$ cat config.mk
export PLATFORM = sky130hd
export DESIGN_NAME = adder_slice_sequencer
export DESIGN_NICKNAME = d
export VERILOG_FILES = /design/src/rtl/adder_slice_sequencer.sv
export SDC_FILE = /design/constraint.sdc
export NUM_CORES = 1
export LEC_CHECK = 0
export CAP_MARGIN = 20
export CORE_MARGIN = 4
export CORE_UTILIZATION = 50
export DETAILED_ROUTE_END_ITERATION = 10
export PLACE_DENSITY = 0.8
export SLEW_MARGIN = 25
export SYNTH_ARGS = -nofsm -noshare
export SYNTH_HDL_FRONTEND = slang
export SYNTH_SLANG_ARGS = --single-unit
export TNS_END_PERCENT = 50
$ cat constraint.sdc
create_clock -name clk -period 2.2 [get_ports clk]
set_input_delay 0.33 -clock clk [delete_from_list [all_inputs] [get_ports clk]]
set_output_delay 0.33 -clock clk [all_outputs]
set_load 0.02 [all_outputs]
$ cat src/rtl/adder_slice_sequencer.sv
// Multi-cycle WIDTH-bit adder that time-shares one external SLICE_W-bit ripple adder,
// least-significant slice first, with the inter-slice carry held in a register.
module adder_slice_sequencer #(
  parameter  int SLICE_W    = 8,
  parameter  int NUM_SLICES = 4,
  localparam int WIDTH      = SLICE_W * NUM_SLICES
) (
  input  logic               clk,
  input  logic               rst_n,
  input  logic               start,
  input  logic [WIDTH-1:0]   in1,
  input  logic [WIDTH-1:0]   in2,
  input  logic               cin,
  output logic               busy,
  output logic               done,
  output logic [WIDTH-1:0]   sum,
  output logic               carry,
  output logic               overflow,
  output logic [SLICE_W-1:0] slice_a,
  output logic [SLICE_W-1:0] slice_b,
  output logic               slice_cin,
  input  logic [SLICE_W-1:0] slice_sum,
  input  logic               slice_cout
);

  localparam int IDX_W = (NUM_SLICES > 1) ? $clog2(NUM_SLICES) : 1;
  localparam logic [IDX_W-1:0] LAST_IDX = IDX_W'(NUM_SLICES - 1);

  typedef enum logic [1:0] {
    IDLE,
    RUN,
    DONE
  } state_t;

  state_t           state;
  state_t           state_next;
  logic [IDX_W-1:0] idx;
  logic [WIDTH-1:0] a_reg;
  logic [WIDTH-1:0] b_reg;
  logic [WIDTH-1:0] part_reg;
  logic             c_reg;
  logic             accept;
  logic             last_slice;
  logic [WIDTH-1:0] sum_next;
  logic             overflow_next;

  assign last_slice = (idx == LAST_IDX);

  always_ff @(posedge clk) begin
    if (!rst_n) begin
      state <= IDLE;
    end else begin
      state <= state_next;
    end
  end

  // The closing edge of DONE may accept a new request, so back-to-back
  // operations complete every NUM_SLICES+1 cycles.
  always_comb begin
    state_next = state;
    busy       = 1'b0;
    done       = 1'b0;
    accept     = 1'b0;
    case (state)
      IDLE: begin
        if (start) begin
          accept     = 1'b1;
          state_next = RUN;
        end
      end
      RUN: begin
        busy = 1'b1;
        if (last_slice) begin
          state_next = DONE;
        end
      end
      DONE: begin
        busy = 1'b1;
        done = 1'b1;
        if (start) begin
          accept     = 1'b1;
          state_next = RUN;
        end else begin
          state_next = IDLE;
        end
      end
      default: begin
        state_next = IDLE;
      end
    endcase
  end

  // Slice operands reach the shared adder only while running.
  always_comb begin
    slice_a   = '0;
    slice_b   = '0;
    slice_cin = 1'b0;
    if (state == RUN) begin
      slice_cin = c_reg;
      for (int i = 0; i < NUM_SLICES; i++) begin
        if (idx == IDX_W'(i)) begin
          slice_a = a_reg[i*SLICE_W +: SLICE_W];
          slice_b = b_reg[i*SLICE_W +: SLICE_W];
        end
      end
    end
  end

  always_comb begin
    sum_next                     = part_reg;
    sum_next[WIDTH-1 -: SLICE_W] = slice_sum;
    overflow_next = (a_reg[WIDTH-1] == b_reg[WIDTH-1]) &&
                    (slice_sum[SLICE_W-1] != a_reg[WIDTH-1]);
  end

  always_ff @(posedge clk) begin
    if (!rst_n) begin
      idx      <= '0;
      a_reg    <= '0;
      b_reg    <= '0;
      c_reg    <= 1'b0;
      part_reg <= '0;
      sum      <= '0;
      carry    <= 1'b0;
      overflow <= 1'b0;
    end else if (accept) begin
      a_reg <= in1;
      b_reg <= in2;
      c_reg <= cin;
      idx   <= '0;
    end else if (state == RUN) begin
      for (int i = 0; i < NUM_SLICES; i++) begin
        if (idx == IDX_W'(i)) begin
          part_reg[i*SLICE_W +: SLICE_W] <= slice_sum;
        end
      end
      c_reg <= slice_cout;
      if (last_slice) begin
        sum      <= sum_next;
        carry    <= slice_cout;
        overflow <= overflow_next;
      end else begin
        idx <= idx + 1'b1;
      end
    end
  end

endmodule

======== After elaboration in Yosys (flattened, before gate mapping) ========
Index checks and enable logic that the tools add are counted.
cells by class
  add/subtract/negate cells ............... 1
  muxes and demuxes ....................... 21
  bitwise gates (word level) .............. 3
  equal/unequal tests ..................... 9
  reduce and logical (&&, ||, !) cells .... 13
operators by type and width
  operator             number
  $mux 8               10
  $reduce_and 3->1     4
  $mux 1               8
  $eq 2x2->1 const B   3
  $pmux 2 s3           1
  $reduce_or 2->1      3
  $eq 2x1->1 const B   2
  $logic_not 2->1      2
  $mux 2               2
  $ne 2x2->1 const B   2
  $reduce_and 2->1     2
  $not 1->1            3
  $add 2x1->2 const B  1
  $reduce_bool 2->1    1
  $eq 1x1->1           1
  $logic_and 1x1->1    1
  $ne 1x1->1           1
storage, ports and cells
  logic and storage cells ................. 58
  register bits after elaboration ......... 127
  bits of input ports ..................... 77

======== Logic depth before layout (Yosys ltp) ========
Gate-level depths: netlist of run 1.
  depth after elaboration ................. 6
  depth in mapped cells ................... 8
  mapped depth without buffers ............ 5

======== Worst setup path after synthesis of run 1 ========
Ideal clock, no wire load.
  kind .................................... register -> output
  from .................................... register idx[0]
  to ...................................... output port slice_a[4]
  cell stages (with the launch flop) ...... 8
  data required time ...................... 1.870 ns
  data arrival time ....................... 1.570 ns
  path slack .............................. 0.300 ns
  cell sequence ........................... dfxtp_1 > inv_1 > ha_1 > buf_2 > inv_2 > clkbuf_1 > o21ai_0 > o21ai_1
between the ends
  longest elaborated chain between the ends .. 6
  elaborated cells on any way between the ends .. 9
ends and longest elaborated chain
  item                      line  source
  start: declaration        37    logic [IDX_W-1:0] idx;
  start signal: assignment  143   idx <= idx + 1'b1;
  $logic_not 2->1           101   if (idx == IDX_W'(i)) begin
  $mux 8 (3 in a row)       101
  $mux 8 *                  101
  $mux 8 *                  98    if (state == RUN) begin
  end: declaration          19    output logic [SLICE_W-1:0] slice_a,
Mark *: on every way between the ends. The rest lies on a longest branch, timed or not.

======== Worst setup path after layout of run 1 ========
  from .................................... register idx[0]
  to ...................................... output port slice_b[3]
between the ends
  longest elaborated chain between the ends .. 6
  elaborated cells on any way between the ends .. 9
ends and longest elaborated chain
  item                 line  source
  $logic_not 2->1      101
  $mux 8 (3 in a row)  101
  $mux 8 *             101
  $mux 8 *             98
  end: declaration     20    output logic [SLICE_W-1:0] slice_b,
Marks and branches as above.

==> results of run 1 <==
[synthesized netlist by cell type (2+ instances only)]
cell type	n	area share [%]
buf_2	20	1.8
clkbuf_1	25	1.7
a21oi_1	4	0.36
nand2_1	225	15
a221oi_2	10	2.7
a21boi_1	86	12
o21ai_0	2	0.18
a221oi_1	6	0.95
mux2i_1	34	6.1
a21boi_0	3	0.41
nand3_1	40	3.6
o21ai_1	32	2.9
buf_6	2	0.41
buf_4	4	0.54
buf_12	2	0.72
dfxtp_1	127	46
inv_1	4	0.27
nor2b_1	3	0.34
nor2_1	2	0.14
nand2b_1	2	0.23
ha_1	9	2.0
[routing by layer]
metal / wire (µm) / GRT usage (%) / vias to the layer above
li1: - / - / 2442
met1: 6240 / 27.5 / 2425
met2: 7980 / 42.1 / 201
met3: 874 / 5.73 / 29
met4: 311 / 9.46 / 0
met5: 0 / 0 / -
[worst max path at each step]
| stage | start | end | cells past startpoint |
|---|---|---|---|
| after floorplan | idx[0] | slice_a[4] | 7 |
| after global placement | idx[0] | slice_b[7] | 7 |
| after detailed placement | idx[0] | slice_a[2] | 7 |
| after CTS | idx[0] | slice_b[6] | 7 |
| after global routing | idx[0] | slice_a[6] | 7 |
| final | idx[0] | slice_b[3] | 7 |
[logic make-up after synthesis]
group | synth area share [%]
simple gates | 20.1
compound gates | 20.0
flops | 45.8
fa+ha+maj | 2.03
buf+inv | 5.77
xor+xnor | 0.158
mux | 6.13
[power by group]
group | leakage (nW) | switching [mW] | internal, mW
combinational | 1.51 | 0.332 | 0.328
clock | 0.303 | 0.989 | 2.00
sequential | 1.04 | 0.0646 | 2.39
[layout make-up]
type	instances	share of cell area, %
sequential	127	32.7
timing repair buffer	156	19.9
multi-input combinational	469	36.7
clock buffer	20	5.72
inverter	5	0.305
clock inverter	11	2.41
tap	140	2.25
[worst min-delay path, stage by stage]
cell and delay (ps):
clkdlybuf4s50_1 390, nand2_1 50, a21boi_1 50
[what timing repair did]
action | CTS | global route
cloned | 3 | 0
buffers inserted | 5 | 1
endpoints found under the setup margin | 43 | 42
pin swaps | 10 | 10
resized for setup | 114 | 11
==> summary.txt, run 1 <==
Crit path launch type = flop
Number of placed instances, taps included = 889
Rel. slew slack = 60.4%
Syn_area_per_cell = 8.49 µm²
Final Hold Fails = 0
Placer Congestion = 0.833
Worst setup EP type = primary output
DP Worst Slack = -104 ps
Crit path largest cell delay = 370 ps
Pleak = 2.85 nW
Full die area = 0.0129 mm²
Post-synthesis sequential area ratio = 45.8%
Sink Count = 127
Clock Path Buffers = 2
Family with the most delay on the worst path = buffers and inverters
Final Skew = 6.17 ps
Vias in the first global route = 5153
Final std cells w/o fill = 928
Total global-route track usage = 23.7%
Fmax = 437 MHz
Register area = 0.00255 mm²
Io pins = 130
Setup violators final = 16
Worst hold endpoint = b_reg[17]
Syn Nets = 740
Clock slew at reported path FFs = 60 ps
Final antenna-violating net count = 0
Layout Nets = 862
Row Count = 38
Die Y = 113 µm
Port Buffers = 129
Hold WS = 362 ps
Avg Vias per Cell = 5.49
Status = finished, violations left
Fin. max-slew vios = 0
Ys async rst share = 0%
First-pass GRT wire length = 24.5 mm
Post-synth cell types = 33
Critical Path RT = 1870 ps
Most frequent cells in the layout = nand2_1 (225), dfxtp_1 (124), clkdlybuf4s50_1 (109), a21boi_1 (86), nand3_1 (40)
R2R depth = 7
Vias = 5097
Crit path time final = 2290 ps
Ys flop type = dfxtp_1
Core area = 0.0108 mm²
Number of synthesis warnings = 0
Slew @ Worst Pin = 593 ps
CTS buffer count = 17
RSZ-0062 raised after global routing = yes
Share of cells above drive strength 1 = 14.0%
Final worst slack = -88.1 ps
Clk_lat worst skew = 510 ps
Worst-path cell chain = inv_4 > ha_4 > nor2b_4 > buf_12 > a221oi_2 > o21ai_1 > buf_4
Final Cycle Share = 104%
Crit path DAT = 1960 ps
Mapped cell area = 0.00555 mm²
Worst r2r src = state[0]
Dpl cell area = 0.00693 mm²
Hold Startpoint = in2[17]
GRT overflow = 0
Power Density = 784 mW/mm²
# DRC = 0
DR pass1 iterations = 5
Area Growth Syn to Fin = 40.2%
Post-Syn Instances = 654
Final HPWL DP = 9.91 mm
Largest net degree at the start of global routing = 160
R2R Setup Slk = 280 ps
Hold_buf cts = 0
Min-Delay Path Class = input pin to flop
ANT cells = 0
Crit Reg-Reg Endpoint = sum[28]
Final instance area = 0.00778 mm²
Slowest-stage cell, CP = dfxtp_4
Max Cap Viol = 0
Post-layout util = 71.8%
WL per Instance = 16.6 µm
CTS tree = yes
Critical path type = flop to primary output
Failing checks = setup timing
Crit path buffers/inverters = 3
Worst VDD drop = 0.000375 V
H-Tree Depth = 4
Crit Path Max Fanout = 8
Commonest non-fill, non-tap cell in the layout = nand2_1
Design Power = 6.10 mW
Overall routed net length = 15.4 mm
WHS Path Cells = 3
Die W = 113 µm
CTS Root Cell = clkbuf_8
Fillers = 798
Drt first-iter violations = 304
EDFF count, synth = 0
Post-synthesis register bit count = 127
Setup Total Neg Slack = -922 ps
Initial antenna violation count = 0
Multi-input gate area = 0.00286 mm²
Initial Util = 51.2%
No activity file was read; power rests on OpenSTA's default activity.
==> inputs of run 2 (changes only) <==
--- a/constraint.sdc
+++ b/constraint.sdc
@@ -3,2 +3,2 @@
 set_output_delay 0.33 -clock clk [all_outputs]
-set_load 0.02 [all_outputs]
+set_load 0.05 [all_outputs]
==> run 2 against run 1 <==
Sequential share of layout area is 0.81 points lower. The flow still finishes with violations (setup timing). Setup slack got worse by 89 ps. First-iteration DRC count up 8.6%. Core utilization up 1.9 points. Flip-flop and latch count stayed put. Hold slack got worse by 47 ps. Cell area increased by 2.6%. Critical endpoint is now slice_b[7]. Critical path type unchanged. Clock skew is 1.3 ps higher. Global-route usage down 0.064 points. Count of clock-buffer cells in the layout is 1 lower.
==> summary.txt, run 2 (synthesis results as in run 1) <==
Status = finished, violations left
Failing checks = setup timing
Crit Reg-Reg Endpoint = a_reg[1]
Placer Congestion = 0.841
Clk_lat worst skew = 520 ps
Die Y = 113 µm
Final worst slack = -177 ps
GRT overflow = 0
RSZ-0062 raised after global routing = yes
Total global-route track usage = 23.6%
Slowest-stage cell, CP = dfxtp_4
Crit path largest cell delay = 380 ps
R2R Setup Slk = 400 ps
Crit path time final = 2380 ps
Sink Count = 127
Worst VDD drop = 0.000573 V
Clock slew at reported path FFs = 60 ps
Pleak = 2.90 nW
Commonest non-fill, non-tap cell in the layout = nand2_1
Fmax = 421 MHz
DR pass1 iterations = 6
Worst r2r src = state[0]
Final HPWL DP = 10.1 mm
Hold_buf cts = 0
# DRC = 0
Drt first-iter violations = 330
Fin. max-slew vios = 0
Final Skew = 7.49 ps
Crit path buffers/inverters = 3
Worst setup EP type = primary output
ANT cells = 0
Row Count = 38
Power Density = 751 mW/mm²
Avg Vias per Cell = 5.52
CP Launch Point = idx[0]
Vias = 5124
Initial Util = 51.2%
Share of cells above drive strength 1 = 16.2%
WL per Instance = 17.2 µm
Crit path launch type = flop
Number of placed instances, taps included = 887
Full die area = 0.0129 mm²
Final Hold Fails = 0
Final antenna-violating net count = 0
Area Growth Syn to Fin = 43.9%
CTS tree = yes
R2R depth = 6
Layout Nets = 861
Rel. slew slack = 61.6%
Worst-path cell chain = inv_2 > ha_4 > nor2b_4 > clkbuf_16 > a221oi_2 > o21ai_2 > buf_12
Most frequent cells in the layout = nand2_1 (225), dfxtp_1 (123), clkdlybuf4s50_1 (109), a21boi_1 (86), nand3_1 (40)
Critical Path RT = 1870 ps
Clock Path Buffers = 2
Vias in the first global route = 5047
Initial antenna violation count = 0
Core area = 0.0108 mm²
Crit Path Max Fanout = 8
Port Buffers = 129
Critical path type = flop to primary output
Die W = 113 µm
WP depth = 7
H-Tree Depth = 4
Min-Delay Path Class = input pin to flop
Max Cap Viol = 0
CTS Root Cell = clkbuf_8
Overall routed net length = 15.9 mm
Final Cycle Share = 108%
CTS buffer count = 17
Setup crit end = slice_b[7]
Io pins = 130
First-pass GRT wire length = 24.4 mm
Family with the most delay on the worst path = compound AO/OA/AOI/OAI gates
Crit path DAT = 2050 ps
Largest net degree at the start of global routing = 65
DP Worst Slack = -188 ps
Setup violators final = 16
Final std cells w/o fill = 928
Slew @ Worst Pin = 574 ps
[run 2: repair_timing]
item	in CTS	in global routing
setup buffers	6	2
gates cloned	1	1
gates resized for setup	33	18
pin swaps	11	4
hold endpoints to repair	0	0
endpoints found under the setup margin	16	16
[run 2: metrics by stage]
| stage | instance area (µm²) | total power [mW] | util, % | hold slack (ps) | setup TNS (ps) |
|---|---|---|---|---|---|
| floorplan | 5570 | 2.84 | - | 432 | -270 |
| global placement | 7070 | 3.09 | 65.3 | 441 | -647 |
| detailed placement | 7070 | 3.11 | 65.3 | 447 | -1680 |
| CTS | 7860 | 5.97 | 72.5 | 303 | -1660 |
| global route | 7990 | 6.18 | 73.7 | 338 | -3000 |
| finish | 7990 | 6.00 | 73.7 | 315 | -2100 |
[run 2: power by group]
part / switching [mW] / internal [mW] / total [mW]
Clock: 1.05 / 1.79 / 2.84
Sequential: 0.0652 / 2.39 / 2.45
Combinational: 0.362 / 0.338 / 0.700
Total: 1.48 / 4.51 / 6.00
[run 2: how the worst min path moves through the flow]
stage / start / endpoint / slack (ps) / cells past startpoint
floorplan: a_reg[20] / a_reg[20] / 430 / 2
global placement: sum[30] / sum[30] / 440 / 2
detailed placement: b_reg[30] / b_reg[30] / 450 / 2
CTS: rst_n / idx[0] / 300 / 3
global route: rst_n / part_reg[10] / 340 / 2
finish: rst_n / sum[15] / 310 / 3
[run 2: area by class of cell]
| type | instances | area (µm²) |
|---|---|---|
| multi-input cells | 468 | 2880 |
| fillers | 744 | 2850 |
| flip-flops and latches | 127 | 2550 |
| repair buffers | 156 | 1760 |
| clock buffers | 19 | 442 |
| well taps | 140 | 175 |
| clock inverters | 13 | 164 |
| inverters | 5 | 23.8 |
[run 2: worst reg2reg max path: cells and delay by family (launching register included)]
kind	cells	cell delay (ps)
buffers and inverters	2	480
adder cells (fa/ha/maj)	1	250
AND/OR/NAND/NOR	1	150
AO/OA/AOI/OAI	2	410
flip-flops	1	400
[run 2: per-layer routing]
metal / GRT usage (%) / vias to the layer above / part of all wire [%]
li1: - / 2436 / -
met5: 0 / - / 0
met2: 41.6 / 205 / 52
met1: 28.7 / 2459 / 40
met4: 7.61 / 0 / 1.4
met3: 5.36 / 24 / 6.3
==> inputs of run 3 (changes only) <==
Settings changed: ABC_AREA from default to 1, GPL_TIMING_DRIVEN from default to 0.
==> run 3 against run 2 <==
Hold slack gained 5.6 ps. First-iteration DRC count grew 91%. Count of clock-buffer cells in the layout grew 1. Register-to-register slack lost 330 ps. The flow still finishes with violations (setup timing). Critical path type unchanged.
==> summary.txt, run 3 <==
Initial antenna violation count = 0
Worst-path cell chain = inv_2 > ha_2 > buf_6 > inv_8 > buf_12 > nor2_1 > nor2_1 > nand2_2 > nand2_2 > buf_8
Synth cell count leaders = nor2_1 (219), dfxtp_1 (127), nand2_1 (101)
Layout Nets = 1025
Vias in the first global route = 5601
CTS tree = yes
EDFF count, synth = 0
GRT overflow = 0
Final antenna-violating net count = 0
Max Cap Viol = 0
Family with the most delay on the worst path = buffers and inverters
# DRC = 0
Worst r2r src = state[0]
ANT cells = 0
Hold Startpoint = rst_n
Full die area = 0.0127 mm²
Area Growth Syn to Fin = 49.5%
Clock Path Buffers = 2
Setup violators final = 16
Final instance area = 0.00821 mm²
Internal power = 4.52 mW
Fmax = 421 MHz
Crit path launch type = flop
Post-synth cell types = 23
Dpl cell area = 0.00697 mm²
Count leader, synth = nor2_1
Area share of the largest cell type after synthesis = 46.3%
Placer Congestion = 0.821
Power share of the combinational group = 20.0%
RSZ-0062 raised after global routing = yes
Io pins = 130
Worst setup EP type = primary output
Failing checks = setup timing
Share of cells above drive strength 1 = 19.2%
Most frequent cells in the layout = nor2_1 (219), dfxtp_1 (125), clkdlybuf4s50_1 (109), nand2_1 (71), inv_1 (50)
Synth area leader = dfxtp_1
CP Launch Point = idx[0]
Row Count = 38
Total global-route track usage = 27.6%
Drt first-iter violations = 629
Min-Delay Path Class = input pin to flop
Final Cycle Share = 108%
Crit path time final = 2370 ps
Post-Syn Instances = 776
WL per Instance = 17.2 µm
Crit Path Max Fanout = 4
R2R Setup Slk = 70 ps
Setup Total Neg Slack = -1430 ps
Crit path largest cell delay = 380 ps
Critical path type = flop to primary output
Post-synthesis register bit count = 127
Fillers = 766
Commonest non-fill, non-tap cell in the layout = nor2_1
Overall routed net length = 18.7 mm
Critical Path RT = 1870 ps
Clock power share = 40.5%
Ys async rst share = 0%
Worst VDD drop = 0.000408 V
Final HPWL DP = 10.9 mm
Final Hold Fails = 0
Syn Nets = 862
Number of synthesis warnings = 0
Post-synthesis sequential area ratio = 46.3%
Clk_lat worst skew = 520 ps
Die Y = 113 µm
DR pass1 iterations = 7
Final worst slack = -173 ps
Hold_buf cts = 0
Crit path buffers/inverters = 5
Ys flop type = dfxtp_1
Final Skew = 6.93 ps
Multi-input gate area = 0.00281 mm²
Pleak = 3.43 nW
Register area = 0.00255 mm²
Sw Ratio = 30.1%
Crit path DAT = 2040 ps
Power Density = 787 mW/mm²
Routed met3 length = 1.60 mm
Power share of the sequential group = 39.6%
Core area = 0.0108 mm²
Sw power = 1.95 mW
Slowest-stage cell, CP = dfxtp_4
Rel. slew slack = 62.3%
Port Buffers = 128
Slew @ Worst Pin = 566 ps
First-pass GRT wire length = 28.0 mm
H-Tree Depth = 4
CTS buffer count = 17
Sink Count = 127
Initial Util = 50.9%
Uppermost layer routed = met4
Fin. max-slew vios = 0
Syn_area_per_cell = 7.08 µm²
Met1 wire length = 7.07 mm
Die W = 113 µm
Avg Vias per Cell = 5.43
Synth top area cells = dfxtp_1 (46%), nor2_1 (15%), nand2_1 (6.9%), a21oi_1 (4.7%), nand3_1 (4.7%)
Clock slew at reported path FFs = 60 ps
Largest net degree at the start of global routing = 17
Mapped cell area = 0.00549 mm²
Vias = 5932
CTS Root Cell = clkbuf_8
Status = finished, violations left
Met2 wire len = 8.92 mm
## run 3: power groups by stage
stage | sequential (mW) | clock [mW] | combinational (mW)
2_1_floorplan | 2.56 | 0 | 0.632
3_3_place_gp | 2.58 | 0 | 0.977
3_5_place_dp | 2.58 | 0 | 0.984
4_1_cts | 2.54 | 2.60 | 1.16
5_1_grt | 2.57 | 2.72 | 1.37
6_report | 2.56 | 2.62 | 1.29
## run 3: logic make-up after synthesis
logic type	share of synthesized area (%)
AO/OA/AOI/OAI	14.4
XOR/XNOR	0.159
adder cells (fa/ha/maj)	2.05
buffers and inverters	9.70
flip-flops	46.3
AND/OR/NAND/NOR	27.4
## run 3: what timing repair did
action / CTS / global route
setup buffers: 13 / 0
pin swaps: 25 / 18
setup endpoints to repair: 19 / 19
gates cloned: 4 / 0
resized for setup: 222 / 52
## run 3: path summary, 6_finish.rpt
check	end	cells after the start
max	slice_b[0]	10
min	part_reg[16]	4
max reg2reg	a_reg[31]	6
min reg2reg	part_reg[19]	2
## run 3: metal layers
metal | up-vias | global-route usage [%]
li1 | 2789 | -
met1 | 2677 | 32.7
met2 | 378 | 47.4
met3 | 88 | 4.49
met4 | 0 | 15.5
met5 | - | 0
## run 3: cell type report
| type | count | share of cell area [%] |
|---|---|---|
| Multi-Input combinational cell | 541 | 34.2 |
| Sequential cell | 127 | 31.0 |
| Timing Repair Buffer | 145 | 18.1 |
| Clock buffer | 20 | 5.30 |
| Buffer | 51 | 5.04 |
| Inverter | 56 | 2.80 |
| Tap cell | 140 | 2.13 |
| Clock inverter | 12 | 1.37 |
## run 3: worst min-delay path, cell delays in order
cell     delay, ps
buf_4          160
buf_2          180
o21ai_0         80
a21oi_1         40
## run 3: per-stage QoR
stage,setup WS [ps],instances,utilization [%],power [mW],hold WS (ps)
final,-173,1092,76.1,6.47,321
after global routing,-277,1092,76.1,6.67,332
after CTS,-150,1093,74.6,6.30,313
after detailed placement,-658,1044,64.6,3.57,444
after global placement,-614,1044,64.6,3.55,441
after floorplan,-85.2,776,-,3.20,430
